[src/rtl/fixed2float_seq.sv]
// Sequential fixed-point to IEEE754 single-precision converter.
// Normalises one bit per cycle, then rounds to nearest-even; valid/ready on both sides.
module fixed2float_seq #(
  parameter int INT_W  = 32,
  parameter int FRAC_W = 32,
  parameter bit SIGNED = 1'b0
) (
  input  logic                                      clk,
  input  logic                                      rst,
  input  logic                                      in_valid,
  output logic                                      in_ready,
  input  logic [INT_W-1:0]                          integer_part,
  input  logic [(FRAC_W > 0 ? FRAC_W : 1)-1:0]      fractional_part,
  output logic                                      out_valid,
  input  logic                                      out_ready,
  output logic [31:0]                               ieee754_output,
  output logic                                      inexact,
  output logic                                      overflow
);

  localparam int W = INT_W + FRAC_W;

  typedef enum logic [1:0] {IDLE, NORM, ROUND, DONE} state_t;

  state_t             r_state;
  state_t             w_next;
  logic [W-1:0]       r_m;
  logic signed [9:0]  r_e;
  logic               r_sign;
  logic [31:0]        r_out;
  logic               r_inexact;
  logic               r_overflow;

  logic [W-1:0]       w_in;
  logic [W-1:0]       w_mag;
  logic               w_neg;
  logic               w_zero;
  logic [22:0]        w_mant;
  logic               w_guard;
  logic [W-1:0]       w_low;
  logic               w_sticky;
  logic               w_up;
  logic [23:0]        w_sum;
  logic signed [9:0]  w_e_rnd;
  logic               w_ovf;

  // A zero-width fraction still has a 1-bit port; it carries no value.
  generate
    if (FRAC_W == 0) begin : g_no_frac
      logic w_unused_frac;
      assign w_unused_frac = ^fractional_part;
      assign w_in          = integer_part;
    end else begin : g_frac
      assign w_in = {integer_part, fractional_part};
    end
  endgenerate

  assign w_neg  = SIGNED && w_in[W-1];
  assign w_mag  = w_neg ? (~w_in) + W'(1) : w_in;
  assign w_zero = (w_mag == '0);

  // Shifting out the top 25 bits leaves exactly the sticky field, empty when W == 25.
  assign w_mant   = r_m[W-2 -: 23];
  assign w_guard  = r_m[W-25];
  assign w_low    = r_m << 25;
  assign w_sticky = |w_low;
  assign w_up     = w_guard & (w_sticky | w_mant[0]);
  assign w_sum    = {1'b0, w_mant} + 24'(w_up);
  assign w_e_rnd  = r_e + $signed({9'd0, w_sum[23]});
  assign w_ovf    = (w_e_rnd >= 10'sd255);

  // NOTE: sequential state uses non-blocking assignments so every register
  // samples the pre-edge values, independent of statement order.
  always_ff @(posedge clk or posedge rst) begin
    if (rst) r_state <= IDLE;
    else     r_state <= w_next;
  end

  // NOTE: every output of this block is given a default first, so no path
  // through the case leaves a signal unassigned and no latch is inferred.
  always_comb begin
    w_next    = r_state;
    in_ready  = 1'b0;
    out_valid = 1'b0;
    unique case (r_state)
      IDLE: begin
        in_ready = 1'b1;
        if (in_valid) w_next = w_zero ? DONE : NORM;
      end
      NORM:  if (r_m[W-1]) w_next = ROUND;
      ROUND: w_next = DONE;
      DONE: begin
        out_valid = 1'b1;
        if (out_ready) w_next = IDLE;
      end
      default: w_next = IDLE;
    endcase
  end

  always_ff @(posedge clk or posedge rst) begin
    if (rst) begin
      r_m        <= '0;
      r_e        <= '0;
      r_sign     <= 1'b0;
      r_out      <= '0;
      r_inexact  <= 1'b0;
      r_overflow <= 1'b0;
    end else begin
      unique case (r_state)
        IDLE: begin
          if (in_valid) begin
            r_m    <= w_mag;
            r_e    <= 10'(INT_W + 126);
            r_sign <= w_neg;
            if (w_zero) begin
              r_out      <= '0;
              r_inexact  <= 1'b0;
              r_overflow <= 1'b0;
            end
          end
        end
        NORM: begin
          if (!r_m[W-1]) begin
            r_m <= r_m << 1;
            r_e <= r_e - 10'sd1;
          end
        end
        ROUND: begin
          r_inexact  <= w_guard | w_sticky;
          r_overflow <= w_ovf;
          r_out      <= w_ovf ? {r_sign, 8'hFF, 23'h0} : {r_sign, w_e_rnd[7:0], w_sum[22:0]};
        end
        default: ;
      endcase
    end
  end

  assign ieee754_output = r_out;
  assign inexact        = r_inexact;
  assign overflow       = r_overflow;

endmodule
[config.mk]
export PLATFORM = sky130hd
export DESIGN_NAME = fixed2float_seq
export DESIGN_NICKNAME = d
export VERILOG_FILES = /design/src/rtl/fixed2float_seq.sv
export SDC_FILE = /design/constraint.sdc
export NUM_CORES = 1
export LEC_CHECK = 0
export ABC_AREA = 1
export CAP_MARGIN = 30
export CORE_MARGIN = 1.5
export CORE_UTILIZATION = 58
export DETAILED_ROUTE_END_ITERATION = 8
export GPL_ROUTABILITY_DRIVEN = 0
export PLACE_DENSITY = 0.86
export SLEW_MARGIN = 30
export SYNTH_ARGS = -nofsm -noshare
export SYNTH_HDL_FRONTEND = slang
export SYNTH_SLANG_ARGS = --single-unit
export TNS_END_PERCENT = 30
[constraint.sdc]
create_clock -name clk -period 5.83 [get_ports clk]
set_input_delay 1.166 -clock clk [delete_from_list [all_inputs] [get_ports clk]]
set_output_delay 1.166 -clock clk [all_outputs]
set_load 0.1 [all_outputs]
==> out/qor.yml <==
synth_top_area_share_pct: 44.54
antenna_cells: 0
area_delta_synth_final_pct: 20.59
setup_viol: 0
async_flop_share_pct: 100.0
status: "finished clean"
cts.reportedPaths.clkPinSlew_ps: 100
core-area_mm2: 0.01028
synth_edf_count: 0
worstRegToRegCells: 17
max-slew-margin-rel_pct: 34.77
cp_slowest_cell: "clkdlybuf4s50_1"
worst_ep_required_time_ps: 4660
critical_path.max_fanout: 5
cts_hold_buf: 0
cts_buffers: 9
min_period_over_period_pct: 61.12
first_pass_iters: 5
grt_pass1_vias: 5530
finalCriticalPeriod_ps: 3564
ys_seq_area_share_pct: 44.54
cp-start-kind: "flip-flop"
dp_hpwl_um: 10680
cts.sinks: 109
htree_levels: 3
hold_path_class: "flip-flop to flip-flop"
p_leak_nw: 3.402
synth_area_mm2: 0.006125
endpoint_kind: "output pin"
grt_usage_pct: 27.37
ys_ff_latch: 109
initial_utilization_pct: 59.59
final.setup.tns_ps: 0
die_w_um: 105.8
critPathKind: "flip-flop to output pin"
finalClockSkew_ps: 14.30
drc: 0
tightestPinTransition_ps: 975.4
crit_end: "in_ready"
postSynthAreaPerCell_um2: 7.571
crit_arrival_ps: 2400
drive_gt1_share_pct: 4.464
rr_endpoint: "ieee754_output[2]"
wl_um: 14630
ios: 104
port_buffers: 102
drt_iter0_markers: 453
post_cts_resized: 0
yosys-top-cells-area: "dfrtp_1 45%, nand2_1 13%, nand3_1 7.4%"
cts_tree: "yes"
cp_num_buf_inv: 2
vias: 5796
antenna_found_initial: 0
power_density_mw_per_mm2: 557.7
path_delay_family: "buffers and inverters"
ys_warn_count: 0
crit_chain: "inv_1 > ha_1 > clkdlybuf4s50_1"
synth_cell_type_count: 40
nets: 967
instances_no_fill: 1032
dieArea_mm2: 0.01119
post_cts_buffers: 0
wl_per_cell_um: 14.17
max_stage_delay_ps: 1190
synth.net_count: 885
yosysTopAreaCell: "dfrtp_1"
total_power_mw: 4.119
fmax_ghz: 0.2806
grt_max_degree: 88
synthCells: 809
cts_buffer_depth: 2
r2r_start: "r_m[39]"
vias_per_cell: 5.616
grt.overflow.total: 0
grt_pass1_wl_um: 24830
reg2reg_setup_slack_ps: 2400
root_buffer: "clkbuf_8"
startpoint: "r_state[1]"
clk_latency_ps: 370
core.rowCount: 37
maxCapViolCount: 0
peakVddDrop_uv: 482.3
ant_nets: 0
die_height_um: 105.8
rsz0062_at_grt: "no"
crit_cells: 3
hold_viol_final: 0
ys.flop_type: "dfrtp_1"
slew_viol_final: 0
dp.cells: 1015
-- per-stage QoR --
step                instance area [um2]  utilization [%]  setup WS (ps)  hold WS (ps)
global route                       7386            71.87           2018         504.6
detailed placement                 7168            69.75           2092         465.9
CTS                                7351            71.52           2310         491.3
finish                             7386            71.87           2266         486.2
global placement                   7166            69.72           1992         462.0
floorplan                          6125                -           1790         462.6
-- cell families (layout without fill, tap and decap cells) --
group | after synthesis | after routing | share of synthesized area, %
compound gates | 123 | 123 | 12.58
xor+xnor | 23 | 23 | 3.412
fa+ha+maj | 8 | 8 | 1.634
buf+inv | 132 | 219 | 8.846
flops | 109 | 109 | 44.54
mux | 1 | 1 | 0.1634
other cells | 1 | 1 | 0.06123
simple gates | 412 | 412 | 28.76
-- where the power goes --
part           internal, mW  switching (mW)
logic                 0.647            1.70
clock network         0.172           0.263
registers              1.08           0.253
total                  1.90            2.22
-- worst reg2reg max path, stage by stage, from the launching register on --
cell and delay, ps:
dfrtp_1 450, nand2_1 100, nor2_1 170, nand2_1 140, nor2_2 160, inv_2 70, nor3_2 260, nor4b_1 520
ha_1 310, nand3_2 140, inv_1 120, nand3_2 80, nor2_2 120, xor2_2 240, inv_2 70, nand2_4 200
nand3_1 130, nand2_1 100
-- layout by cell type (no fill, tap or decap), types with 2 or more instances in the layout --
| cell | count |
|---|---|
| nor2_1 | 81 |
| o22ai_1 | 4 |
| o21ai_0 | 53 |
| dfrtp_1 | 109 |
| nand3b_1 | 6 |
| clkdlybuf4s50_1 | 102 |
| o21ai_1 | 4 |
| inv_6 | 3 |
| nand4_1 | 5 |
| nand2_2 | 3 |
| nor3_2 | 2 |
| inv_4 | 2 |
| nor2_2 | 4 |
| nand3_2 | 2 |
| clkbuf_8 | 10 |
| xnor2_1 | 2 |
| xor2_1 | 20 |
| nor3_1 | 9 |
| o211ai_1 | 14 |
| o31ai_1 | 10 |
| a31oi_1 | 2 |
| inv_1 | 91 |
| inv_2 | 3 |
| a21oi_1 | 6 |
| nand2_1 | 206 |
| clkinvlp_4 | 2 |
| a22oi_1 | 20 |
| ha_1 | 8 |
| o221ai_1 | 5 |
| buf_4 | 3 |
| nand3_1 | 91 |
-- layout make-up --
cell class | count | area, um2
Clock buffer | 11 | 141.4
Multi-Input combinational cell | 568 | 2865
Tap cell | 136 | 170.2
Timing Repair Buffer | 106 | 1071
Fill cell | 824 | 2892
Sequential cell | 109 | 2728
Clock inverter | 5 | 41.29
Inverter | 97 | 369.1
-- state kept, by name (all words and copies together), names as in the netlist --
register,flops
r_state,2
inexact,1
r_m,64
ieee754_output,31
r_e,10
overflow,1
-- cells in the mapped netlist, drive strengths merged (8+ instances only) --
library cell / count
dfrtp: 109
clkbuf: 17
nor2: 85
o21ai: 57
a21oi: 8
inv: 97
nor3: 11
o31ai: 10
xor2: 21
o211ai: 14
buf: 18
nand3: 93
ha: 8
a22oi: 20
nand2: 210
-- per-layer routing --
layer | wire, um | up-vias | global-route usage [%] | part of all wire, %
met5 | 0 | - | 0 | 0
met4 | 340 | 0 | 9.942 | 2.3
met3 | 1026 | 34 | 3.030 | 7.0
met2 | 6980 | 242 | 44.29 | 48
met1 | 6281 | 2722 | 38.33 | 43
li1 | - | 2798 | - | -
-- worst min path at each step --
stage                       start                 end  slack [ps]  depth (start not counted)
2_1_floorplan             r_m[22]             r_m[22]         460                          2
3_3_place_gp             overflow            overflow         460                          2
3_5_place_dp   ieee754_output[18]  ieee754_output[18]         470                          2
4_1_cts        ieee754_output[22]  ieee754_output[22]         490                          2
5_1_grt        ieee754_output[14]  ieee754_output[14]         500                          2
6_report       ieee754_output[14]  ieee754_output[14]         490                          2
(Power assumes the default switching activity.)
